--- src/rtl/a2d_intf.sv ---
// a2d_intf: SPI initiator for an ADC128S-style 12-bit converter.
// One conversion request runs two identical 16-bit frames. The first frame
// selects the channel and the second frame returns that channel's result.
// SCLK is clk/32 and idles high. MISO is sampled on each SCLK rise and
// shifted in on the following fall. The first fall of each frame is a
// front-porch edge, so 16 shifts complete at the point the 17th fall would occur.
//
// state | meaning
// ------+------------------------------------------------------------------
// IDLE  | SS_n high, SCLK high; waiting for strt_cnv
// FRAME | SS_n low; SCLK toggling, MOSI shifted out / MISO shifted in
// GAP   | SS_n high for 32 clk between the channel-select and result frames
// DONE  | latch result from shreg, pulse cnv_cmplt, return to IDLE

module a2d_intf (
   input  logic        clk,
   input  logic        rst,
   input  logic        strt_cnv,
   input  logic [2:0]  chnnl,
   output logic        cnv_cmplt,
   output logic [11:0] res,
   output logic        SS_n,
   output logic        SCLK,
   output logic        MOSI,
   input  logic        MISO
);

   typedef enum logic [1:0] {
      IDLE  = 2'd0,
      FRAME = 2'd1,
      GAP   = 2'd2,
      DONE  = 2'd3
   } state_t;

   // sclk_div starts 8 clk short of a fall so the first fall lands after the front porch
   localparam logic [4:0] SCLK_START    = 5'b11000;
   localparam logic [4:0] SCLK_TOP      = 5'b11111;
   localparam logic [4:0] SCLK_PRE_RISE = 5'b01111;
   localparam logic [4:0] GAP_LOAD      = 5'd31;
   // fall 0 is the porch edge; falls 1..15 shift; fall 16 is the final shift
   localparam logic [4:0] FALL_LAST     = 5'd16;

   state_t      state;
   state_t      state_nxt;

   logic [4:0]  sclk_div;
   logic [15:0] shreg;
   logic        miso_ff;
   logic        frame;
   logic [4:0]  gap_cnt;
   logic [4:0]  fall_cnt;
   logic [2:0]  chnnl_q;

   logic        sclk_fall;
   logic        sclk_rise;
   logic        last_shift;
   logic        load_frame;
   logic [2:0]  cmd_ch;
   logic [15:0] cmd_word;

   assign SCLK = sclk_div[4];
   assign MOSI = shreg[15];

   assign sclk_fall  = (state == FRAME) && (sclk_div == SCLK_TOP);
   assign sclk_rise  = (state == FRAME) && (sclk_div == SCLK_PRE_RISE);
   assign last_shift = sclk_fall && (fall_cnt == FALL_LAST);

   // The channel is taken live on acceptance, then from the captured copy for frame 2
   assign cmd_ch   = (state == IDLE) ? chnnl : chnnl_q;
   assign cmd_word = {2'b00, cmd_ch, 11'h000};

   // Next-state decode and frame-load strobe
   always_comb begin
      state_nxt  = state;
      load_frame = 1'b0;
      case (state)
         IDLE: begin
            if (strt_cnv) begin
               load_frame = 1'b1;
               state_nxt  = FRAME;
            end
         end
         FRAME: begin
            if (last_shift) begin
               state_nxt = frame ? DONE : GAP;
            end
         end
         GAP: begin
            if (gap_cnt == 5'd0) begin
               load_frame = 1'b1;
               state_nxt  = FRAME;
            end
         end
         DONE: begin
            state_nxt = IDLE;
         end
         default: begin
            state_nxt = IDLE;
         end
      endcase
   end

   // State register
   always_ff @(posedge clk) begin
      if (rst) begin
         state <= IDLE;
      end else begin
         state <= state_nxt;
      end
   end

   // SPI datapath: SCLK divider, shift register, chip select and result
   always_ff @(posedge clk) begin
      if (rst) begin
         sclk_div  <= SCLK_TOP;
         shreg     <= 16'h0000;
         miso_ff   <= 1'b0;
         frame     <= 1'b0;
         gap_cnt   <= 5'd0;
         fall_cnt  <= 5'd0;
         chnnl_q   <= 3'd0;
         SS_n      <= 1'b1;
         res       <= 12'h000;
         cnv_cmplt <= 1'b0;
      end else begin
         cnv_cmplt <= 1'b0;
         if (load_frame) begin
            shreg    <= cmd_word;
            sclk_div <= SCLK_START;
            fall_cnt <= 5'd0;
            SS_n     <= 1'b0;
            frame    <= (state == GAP);
            if (state == IDLE) begin
               chnnl_q <= chnnl;
            end
         end else if (state == FRAME) begin
            if (last_shift) begin
               // Hold sclk_div at the top so SCLK stays high while SS_n rises
               shreg   <= {shreg[14:0], miso_ff};
               SS_n    <= 1'b1;
               gap_cnt <= GAP_LOAD;
            end else begin
               sclk_div <= sclk_div + 5'd1;
               if (sclk_rise) begin
                  miso_ff <= MISO;
               end
               if (sclk_fall) begin
                  fall_cnt <= fall_cnt + 5'd1;
                  if (fall_cnt != 5'd0) begin
                     shreg <= {shreg[14:0], miso_ff};
                  end
               end
            end
         end else if (state == GAP) begin
            gap_cnt <= gap_cnt - 5'd1;
         end else if (state == DONE) begin
            res       <= shreg[11:0];
            cnv_cmplt <= 1'b1;
         end
      end
   end

endmodule

--- config.mk ---
export PLATFORM = sky130hd
export DESIGN_NAME = a2d_intf
export DESIGN_NICKNAME = d
export VERILOG_FILES = /design/src/rtl/a2d_intf.sv
export SDC_FILE = /design/constraint.sdc
export NUM_CORES = 1
export LEC_CHECK = 0
export CAP_MARGIN = 20
export CORE_ASPECT_RATIO = 0.5
export CORE_MARGIN = 4
export CORE_UTILIZATION = 25
export CTS_CLUSTER_DIAMETER = 120
export DETAILED_ROUTE_END_ITERATION = 10
export SLEW_MARGIN = 40
export SYNTH_ARGS = -nofsm -noshare
export SYNTH_HDL_FRONTEND = slang
export SYNTH_SLANG_ARGS = --single-unit
--- constraint.sdc ---
create_clock -name clk -period 2.7 [get_ports clk]
set_input_delay 0.54 -clock clk [delete_from_list [all_inputs] [get_ports clk]]
set_output_delay 0.54 -clock clk [all_outputs]
set_load 0.01 [all_outputs]
# After elaboration in Yosys (flattened, before gate mapping)
# Index checks and enable logic that the tools add are counted.
# Widths: inputs -> output; s select.
# classes
reduce_logical,25
bitwise_logic,4
n_addsub,3
eq_ne,10
n_mux,24
# ops
cell,n
$mux 16,3
$mux 14,2
$mux 5,3
$reduce_and 3->1,5
$mux 3,4
$add 5x1->5 const B,2
$eq 5x5->1 const B,2
$reduce_bool 2->1,5
$pmux 2 s4,1
$reduce_and 4->1,2
$mux 1,7
$mux 2,3
$ne 2x2->1 const B,3
$reduce_and 2->1,3
$reduce_bool 3->1,2
$eq 5x4->1 const B,1
$logic_not 5->1,1
$reduce_bool 5->1,1
$sub 5x1->5 const B,1
$eq 2x2->1 const B,2
$not 1->1,4
$reduce_or 4->1,1
$logic_and 1x1->1,3
$eq 2x1->1 const B,1
4 further kinds,4
# word_totals
wordCells,79
ff_bits,52

# Depth between registers and ports, before layout
# logic_depth
depth_word,6
depth_mapped,9
depth_no_buf,7

# Worst setup path before layout
# OpenSTA, ideal clock, no wires.
# synth_path
path_type,register to register
startpoint,register sclk_div[0]
endpoint,register shreg[10]
setup_slack_ns,0.743
t_arrival_ns,1.840
required_ns,2.583
path_stages_with_launch,9
synth_period_minus_slack_ns,1.957
path_cell_list,dfxtp_1 -> ha_1 -> and3_1 -> ha_1 -> nand2_1 -> nor2_2 -> buf_4 -> mux2i_1 -> nor2_1
# synth_via
elab_chain_len,5
# synth_lines
element,line,source
start: declaration,46,logic [4:0] sclk_div;
start signal: assignment,143,sclk_div <= sclk_div + 5'd1;
$eq 5x5->1 *,64,assign sclk_fall = (state == FRAME) && (sclk_div == SCLK_TOP);
$logic_and 1x1->1 *,64,
$logic_and 1x1->1,66,assign last_shift = sclk_fall && (fall_cnt == FALL_LAST);
$reduce_bool 2->1 (no line),-,
$reduce_and 3->1 (no line),-,
end signal: assignment,128,shreg <= cmd_word;
end signal: assignment,139,"shreg <= {shreg[14:0], miso_ff};"
end signal: assignment,150,"shreg <= {shreg[14:0], miso_ff};"
end: declaration,47,logic [15:0] shreg;
# Mark *: on every way between the ends. The rest lies on a longest branch, timed or not.
# A chain may end at the register's enable or synchronous reset.

# Worst setup path in the final report
# layout_path
startpoint,register state[0]
endpoint,register fall_cnt[1]
# layout_via
elab_chain_len,5
# layout_lines
element,line,source
start: declaration,43,state_t state;
start signal: assignment,108,state <= state_nxt;
$eq 2x1->1,"64, 136",
$logic_and 1x1->1,64,
$logic_and 1x1->1,66,
$not 1->1 (no line),-,
$reduce_and 3->1 (no line),-,
end signal: assignment,148,fall_cnt <= fall_cnt + 5'd1;
end: declaration,51,logic [4:0] fall_cnt;
# Several ways; a longest one is shown, not always the timed one.

==> impl_metrics.tcl <==
set metrics [dict create \
    synth_cells 242 \
    postRouteAntennaNets 0 \
    filler_cell_count 883 \
    ys_seq_area_share_pct 44.9 \
    synth_top_area_share_pct 44.9 \
    path_class "reg2reg" \
    final_area_um2 2840 \
    grt_pass1_wl_um 8290 \
    fin_cells 383 \
    hpwl_um 3530 \
    grt_pass1_vias 1804 \
    finalMaxSlewViolations 0 \
    rsz0062_at_grt "no" \
    p_int_mw 1.77 \
    p_sw_share_pct 35.9 \
    cap_violations 0 \
    min_path_type "reg2reg" \
    cts.clk_slew.worst_paths_ns 0.07 \
    clockBufferDepth 2 \
    p_leak_nw 1.01 \
    ys_ff_latch 52 \
    synth.most_common_cell "dfxtp_1" \
    finClkSkew_ns 0.00588 \
    die_y_um 76.1 \
    fin_hold_ws_ns 0.471 \
    synth-edff-count 0 \
    synth_nets 261 \
    reg2reg_depth 7 \
    start_util_pct 26.2 \
    numCtsBuffers 5 \
    grt_antenna_before_repair 0 \
    path_cells "inv_1 -> ha_1 -> nand2_1 -> a21boi_2 -> nand2b_1 -> buf_4 -> a21oi_1" \
    post-route-period-util_pct 76.8 \
    crit_slowest_cell "dfxtp_1" \
    reg2reg_to "fall_cnt[1]" \
    r2r_start "state[0]" \
    coreArea_um2 8860 \
    syn_to_final_growth_pct 22.5 \
    fin_tns_setup_ns 0 \
    portBuffers 22 \
    powerDensity_nw_per_um2 972 \
    status "complete, no violations" \
    grt.total_usage_pct 9.18 \
    layout_min_cycle_time_ns 2.07 \
    grt_max_degree 30 \
    timing.fmax_ghz 0.482 \
    synth-main-ff-cell "dfxtp_1" \
    die_area_um2 11000 \
    post-place-ws_ns 0.414 \
    combPwrFrac_pct 37.4 \
    clockRootBuffer "clkbuf_16" \
    yosys_warnings 0 \
    place_inst 375 \
    antenna_cells 0 \
    synthArstFlopShare_pct 0 \
    drc 0 \
    clk-insertion-delay-late_ns 0.29 \
    ir_worst_vdd_mv 0.295 \
    hold_violations 0 \
    wl_per_cell_um 12.4 \
    ios 23 \
    crit_arrival_ns 2.29 \
    hp-start "chnnl_q[1]" \
    crit_buf_inv 2 \
    cts_max_level 2 \
    power.share.sequential_pct 36.7 \
    path_max_fanout 13 \
    wirelength_um 4750 \
    max_slew.worst_pin.slew_ns 0.579 \
    syn_area_um2 2320 \
    firstDrtPassIters 4 \
    multiInputGateArea_um2 1180 \
    netlist_top_cells_area "dfxtp_1, mux2i_1, nor2_1, ha_1, a21oi_1" \
    post_cts_buffers 0 \
    drive_above_1_share_pct 9.02 \
    cts_resized 0 \
    syn_area_per_cell_um2 9.59 \
    seqCellArea_um2 1040 \
    cp-start-kind "flip-flop" \
    gp_congestion 0.758 \
    drt-vias-per-instance 4.57 \
    p_switching_mw 0.992 \
    reg2reg_slack_ns 0.63 \
    nNetsFinal 284 \
    cp-end-kind "flip-flop" \
    yosys-top-cells-count "dfxtp_1, nor2_1, mux2i_1" \
    fin_ws_ns 0.626 \
    drt-initial-drc-count 89 \
    rows 24 \
    grt_overflow_total 0 \
    cts_sinks 52 \
    vias 1749 \
    setup_viol 0 \
    placed_cell_area_um2 2670 \
    hold_depth 2 \
    critical_path_required_ns 2.92 \
    cts_tree "yes" \
    synth_largest_area_cell "dfxtp_1" \
    crit_path_max_incr_delay_ns 0.41 \
    crit_family "compound AO/OA/AOI/OAI gates" \
    ys_types 47 \
    slew_headroom_pct 60.8 \
    fp.dieW_um 144 \
    ctsHoldBuffers 0 \
    hold_end "chnnl_q[1]" \
    pwr-share-clk_pct 25.9 \
]
[cell type report]
class / instances / share of cell area, %
flip-flops and latches: 52 / 36.6
multi-input cells: 165 / 41.4
clock inverters: 2 / 1.37
well taps: 117 / 5.15
clock buffers: 6 / 4.54
inverters: 14 / 1.85
repair buffers: 27 / 9.07
[registers in the layout, summed over array words and instances, names as in the netlist]
name and count:
gap_cnt 5, frame 1, shreg 16, res 12
miso_ff 1, chnnl_q 3, cnv_cmplt 1, fall_cnt 5
state 2, sclk_div 5, SS_n 1
[cells in the final DEF (no fill, tap or decap), drive strengths merged, types with 2 or more instances in the layout]
master         instances
xnor2                  2
ha                    12
a21oi                 12
mux2i                 30
nor3                   3
nor4b                  2
nand2                  7
clkbuf                 6
a311oi                 2
a21o                   4
a31oi                  5
a31o                   2
nand4                  5
xor2                   2
dfxtp                 52
buf                    5
nand3                  4
nor2                  44
clkdlybuf4s50         22
o21ai                  7
or4                    2
o31ai                  2
inv                   15
[power groups by stage]
stage	clock [mW]	combinational, mW	sequential [mW]
6_report	0.715	1.03	1.01
5_1_grt	0.766	1.16	1.04
4_1_cts	0.734	1.03	1.01
3_5_place_dp	0	1.02	1.03
3_3_place_gp	0	0.995	1.02
2_1_floorplan	0	0.814	1.01
[cells by family after synthesis]
group | synth area share [%]
xor gates and xnor gates | 1.51
DFF | 44.9
buffers and inverters | 4.42
muxes | 12.9
AOI/OAI and AO/OA | 13.5
adders and majority gates | 6.47
and+or+nand+nor | 16.2
[worst register-to-register path: stages, from the launching register on]
cell and delay (ns):
dfxtp_1 0.41, inv_1 0.09, ha_1 0.32, nand2_1 0.25
a21boi_2 0.35, nand2b_1 0.23, buf_4 0.24, a21oi_1 0.13
[worst max-delay path by stage]
stage                     start     endpoint  slack (ns)  depth (start not counted)
finish                 state[0]  fall_cnt[1]        0.63                          7
detailed placement     strt_cnv  fall_cnt[1]        0.41                          6
global route           state[0]  fall_cnt[3]        0.42                          7
floorplan           sclk_div[0]    shreg[10]        0.74                          8
CTS                    state[0]  fall_cnt[1]        0.60                          7
global placement       strt_cnv  fall_cnt[2]        0.50                          6
[per-layer routing]
layer  global-route usage, %  up-vias  share of wire, %
met1                    11.3      818                48
met2                    15.7       27                47
met5                       0        -                 0
li1                        -      897                 -
met4                    2.79        0               1.3
met3                    2.38        7               3.5
[stage by stage]
stage / utilization [%] / total power [mW]
floorplan: - / 1.82
finish: 32.1 / 2.76
global route: 32.1 / 2.97
CTS: 32.1 / 2.78
detailed placement: 30.2 / 2.05
global placement: 30.2 / 2.01
No activity file was read; power rests on OpenSTA's default activity.
==> patch 1 (config.mk and constraints unchanged) <==
Make the reset (`rst`) asynchronous in 2 clocked blocks.
--- a/src/rtl/a2d_intf.sv
+++ b/src/rtl/a2d_intf.sv
@@ -102,5 +102,5 @@
 
    // State register
-   always_ff @(posedge clk) begin
+   always_ff @(posedge clk or posedge rst) begin
       if (rst) begin
          state <= IDLE;
@@ -111,5 +111,5 @@
 
    // SPI datapath: SCLK divider, shift register, chip select and result
-   always_ff @(posedge clk) begin
+   always_ff @(posedge clk or posedge rst) begin
       if (rst) begin
          sclk_div  <= SCLK_TOP;
Formal check against the unedited RTL: differs if rst is asserted again (counterexample within 4 cycles, from zero or initial values and one cycle with rst high); with rst held inactive, the same outputs for 10 cycles.
==> patch 1 against the unedited design <==
Routed wire length up 12%; global-route usage rose by 0.066 points; sequential cell count unchanged; setup slack got worse by 0.27 ns; area after synthesis grew 9.6%; final area rose by 6.9%.
Power is not compared: it rests on default switching activity, and its combinational part moved more than twofold at a synthesized area within 25%.
==> patch 1: results (changes against the unedited design) <==
library cell contributing the largest single delay on the critical path=sky130_fd_sc_hd__and3b_1 (was sky130_fd_sc_hd__dfxtp_1); parity-gate share of the synthesized area counting xor and xnor cells=0 (was 0.0151); Global Route Usage Sum=0.0924 (was 0.0918); # fillers=973 (was 883); combined area of the multi-input logic cells=0.00110 mm2 (was 0.00118 mm2); fraction of layout cells with a size suffix above 1=0.181 (was 0.0902); drt initial violations=99 (was 89); Crit Path Max Fanout=14 (was 13); hold path cells=1 (was 2); worst rel slew slack=0.592 (was 0.608); wire length on met2=2670 um (was 2230 um); worst clock skew=0.00476 ns (was 0.00588 ns); final-layout clock-cell area share=0.0474 (was 0.0590); inverter count=10 (was 14); start point of the worst min-delay path=shreg[13] (was chnnl_q[1]); first-pass GRT wire length=8920 um (was 8290 um); start point of the critical path=sclk_div[0] (was state[0]); main area contributors after synthesis=sky130_fd_sc_hd__dfrtp_1 (45%), sky130_fd_sc_hd__dfstp_2 (6.2%), sky130_fd_sc_hd__mux2_2 (5.8%), sky130_fd_sc_hd__o21ai_0 (3.9%), sky130_fd_sc_hd__ha_1 (3.4%) (was sky130_fd_sc_hd__dfxtp_1 (45%), sky130_fd_sc_hd__mux2i_1 (13%), sky130_fd_sc_hd__nor2_1 (7.0%), sky130_fd_sc_hd__ha_1 (6.5%), sky130_fd_sc_hd__a21oi_1 (2.4%)); number of nets in the layout=261 (was 284); status=completed (unchanged); FFs w/ async S/R, synth=1.00 (was 0); Sequential Area=0.00131 mm2 (was 0.00104 mm2); met3 wire len=200 um (was 165 um); Slowest Stage Delay on Critical Path=0.57 ns (was 0.41 ns); Setup Total Neg Slack=0 ns (unchanged); Setup Buffers After CTS=0 (unchanged); count of non-CTS buffers in the layout=28 (was 27); #MultiIn Comb=150 (was 165); DPL Wire Length=3640 um (was 3530 um); Post-CTS Resized=0 (unchanged); largest net degree at the start of global routing=53 (was 30); post-synthesis adder-cell area fraction=0.0344 (was 0.0647); relative area of non-clock buffer cells in the final design=0.0914 (was 0.0907); data arrival time of the critical path=2.56 ns (was 2.29 ns); end of the critical path=shreg[8] (was fall_cnt[1]); synthesized net count=243 (was 261); most common cell after layout, fill and taps aside=sky130_fd_sc_hd__dfrtp_1 (was sky130_fd_sc_hd__dfxtp_1); unique cell type count in the Yosys netlist=48 (was 47); global routing usage on met1=0.112 (was 0.113); met1 routed wirelength after detailed routing=2380 um (was 2290 um); capture endpoint of the worst hold path=shreg[14] (was chnnl_q[1]); most frequent cells after synthesis=sky130_fd_sc_hd__dfrtp_1 (46), sky130_fd_sc_hd__o21ai_0 (20), sky130_fd_sc_hd__nand3_1 (17) (was sky130_fd_sc_hd__dfxtp_1 (52), sky130_fd_sc_hd__nor2_1 (43), sky130_fd_sc_hd__mux2i_1 (30)); GPL Wtd Cong=0.778 (was 0.758); met3 routing resource usage after global routing=0.0182 (was 0.0238)
-- patch 1: changes by cell type after synthesis, sizes merged, moves of 5 or more --
cell	delta
nand3	+13
o211ai	+5
nand2	+7
mux2	+13
mux2i	-25
dfxtp	-52
dfrtp	+46
ha	-5
dfstp	+6
nor2	-43
o21ai	+17
-- patch 1: stage by stage --
step | setup WS [ns] | hold WS [ns] | cell area, um2 | power (mW) | std cells
global placement | 0.530 | 0.463 | 2890 | 0.832 | 375
floorplan | 0.669 | 0.445 | 2540 | 0.814 | 229
detailed placement | 0.392 | 0.469 | 2890 | 0.833 | 375
finish | 0.352 | 0.485 | 3040 | 1.44 | 383
CTS | 0.372 | 0.484 | 3040 | 1.46 | 383
global route | 0.208 | 0.500 | 3040 | 1.51 | 383
==> patch 2 (config.mk and constraints unchanged) <==
Without the edit above. The 4 states of `state_t` get a one-hot encoding in 4 bits.
--- a/src/rtl/a2d_intf.sv
+++ b/src/rtl/a2d_intf.sv
@@ -26,9 +26,9 @@
 );
 
-   typedef enum logic [1:0] {
-      IDLE  = 2'd0,
-      FRAME = 2'd1,
-      GAP   = 2'd2,
-      DONE  = 2'd3
+   typedef enum logic [3:0] {
+      IDLE  = 4'b0001,
+      FRAME = 4'b0010,
+      GAP   = 4'b0100,
+      DONE  = 4'b1000
    } state_t;
 
Function: no difference found for any inputs over 10 cycles, from zero or initial values and one cycle with rst high; not proved beyond that.
==> patch 2 against the unedited design <==
Area after synthesis increased by 3.9%; sequential cell count increased by 2; die area increased by 3.6%; setup slack got worse by 0.33 ns; routed wire length increased by 2.2%; core utilization decreased by 1.1 points; count of clock-buffer cells in the layout decreased by 1; final area increased by 2.5%; critical endpoint is now gap_cnt[2].
Power is not compared: it rests on default switching activity, and its combinational part moved more than twofold at a synthesized area within 25%.
==> patch 2: results (changes against the unedited design) <==
status=completed (unchanged); GRT met2 Usage=0.140 (was 0.157); transition at the pin with the smallest max-transition slack=0.706 ns (was 0.579 ns); fraction of layout cells with a size suffix above 1=0.100 (was 0.0902); capture endpoint of the worst hold path=res[3] (was chnnl_q[1]); parity-gate share of the synthesized area counting xor and xnor cells=0.0218 (was 0.0151); met3 routing resource usage after global routing=0.0181 (was 0.0238); worst clock skew=0.00712 ns (was 0.00588 ns); data arrival time of the critical path=2.61 ns (was 2.29 ns); number of nets in the layout=302 (was 284); main area contributors after synthesis=sky130_fd_sc_hd__dfxtp_1 (45%), sky130_fd_sc_hd__nand2_1 (9.2%), sky130_fd_sc_hd__a21oi_1 (7.1%), sky130_fd_sc_hd__ha_1 (3.6%), sky130_fd_sc_hd__a211oi_1 (2.2%) (was sky130_fd_sc_hd__dfxtp_1 (45%), sky130_fd_sc_hd__mux2i_1 (13%), sky130_fd_sc_hd__nor2_1 (7.0%), sky130_fd_sc_hd__ha_1 (6.5%), sky130_fd_sc_hd__a21oi_1 (2.4%)); worst reg2reg path endpoint=gap_cnt[2] (was fall_cnt[1]); start point of the worst min-delay path=res[3] (was chnnl_q[1]); met3 wire len=130 um (was 165 um); unique cell type count in the Yosys netlist=53 (was 47); synthesized-area fraction occupied by ao, oa, aoi and oai cells=0.172 (was 0.135); drt initial violations=99 (was 89); synthesized net count=285 (was 261); largest net degree at the start of global routing=32 (was 30); start point of the critical path=sclk_div[0] (was state[0]); multiplexer fraction of the synthesized cell area=0.0176 (was 0.129); global routing usage on met1=0.117 (was 0.113); Crit Path Max Fanout=9 (was 13); wire length on met2=2180 um (was 2230 um); register-to-register setup slack=0.29 ns (was 0.63 ns)
[patch 2: through the flow]
step | util | hold WS, ns | setup WS (ns) | instances
final | 0.309 | 0.455 | 0.293 | 424
after global routing | 0.309 | 0.475 | 0.114 | 424
after CTS | 0.309 | 0.458 | 0.274 | 424
after detailed placement | 0.294 | 0.448 | 0.308 | 416
after global placement | 0.292 | 0.442 | 0.458 | 416
after floorplan | - | 0.426 | 0.729 | 271
[patch 2: area by class of cell]
cell class	count	area [um2]
multi-input combinational	193	1240
clock inverter	3	23.8
clock buffer	5	125
tap	135	169
sequential	54	1080
inverter	9	33.8
timing repair buffer	25	243
fill	979	6500
[patch 2: where the power goes]
| part | total [mW] | switching (mW) | internal (mW) |
|---|---|---|---|
| registers | 0.833 | 0.0183 | 0.815 |
| logic | 0.138 | 0.0778 | 0.0606 |
| clock network | 0.646 | 0.299 | 0.347 |
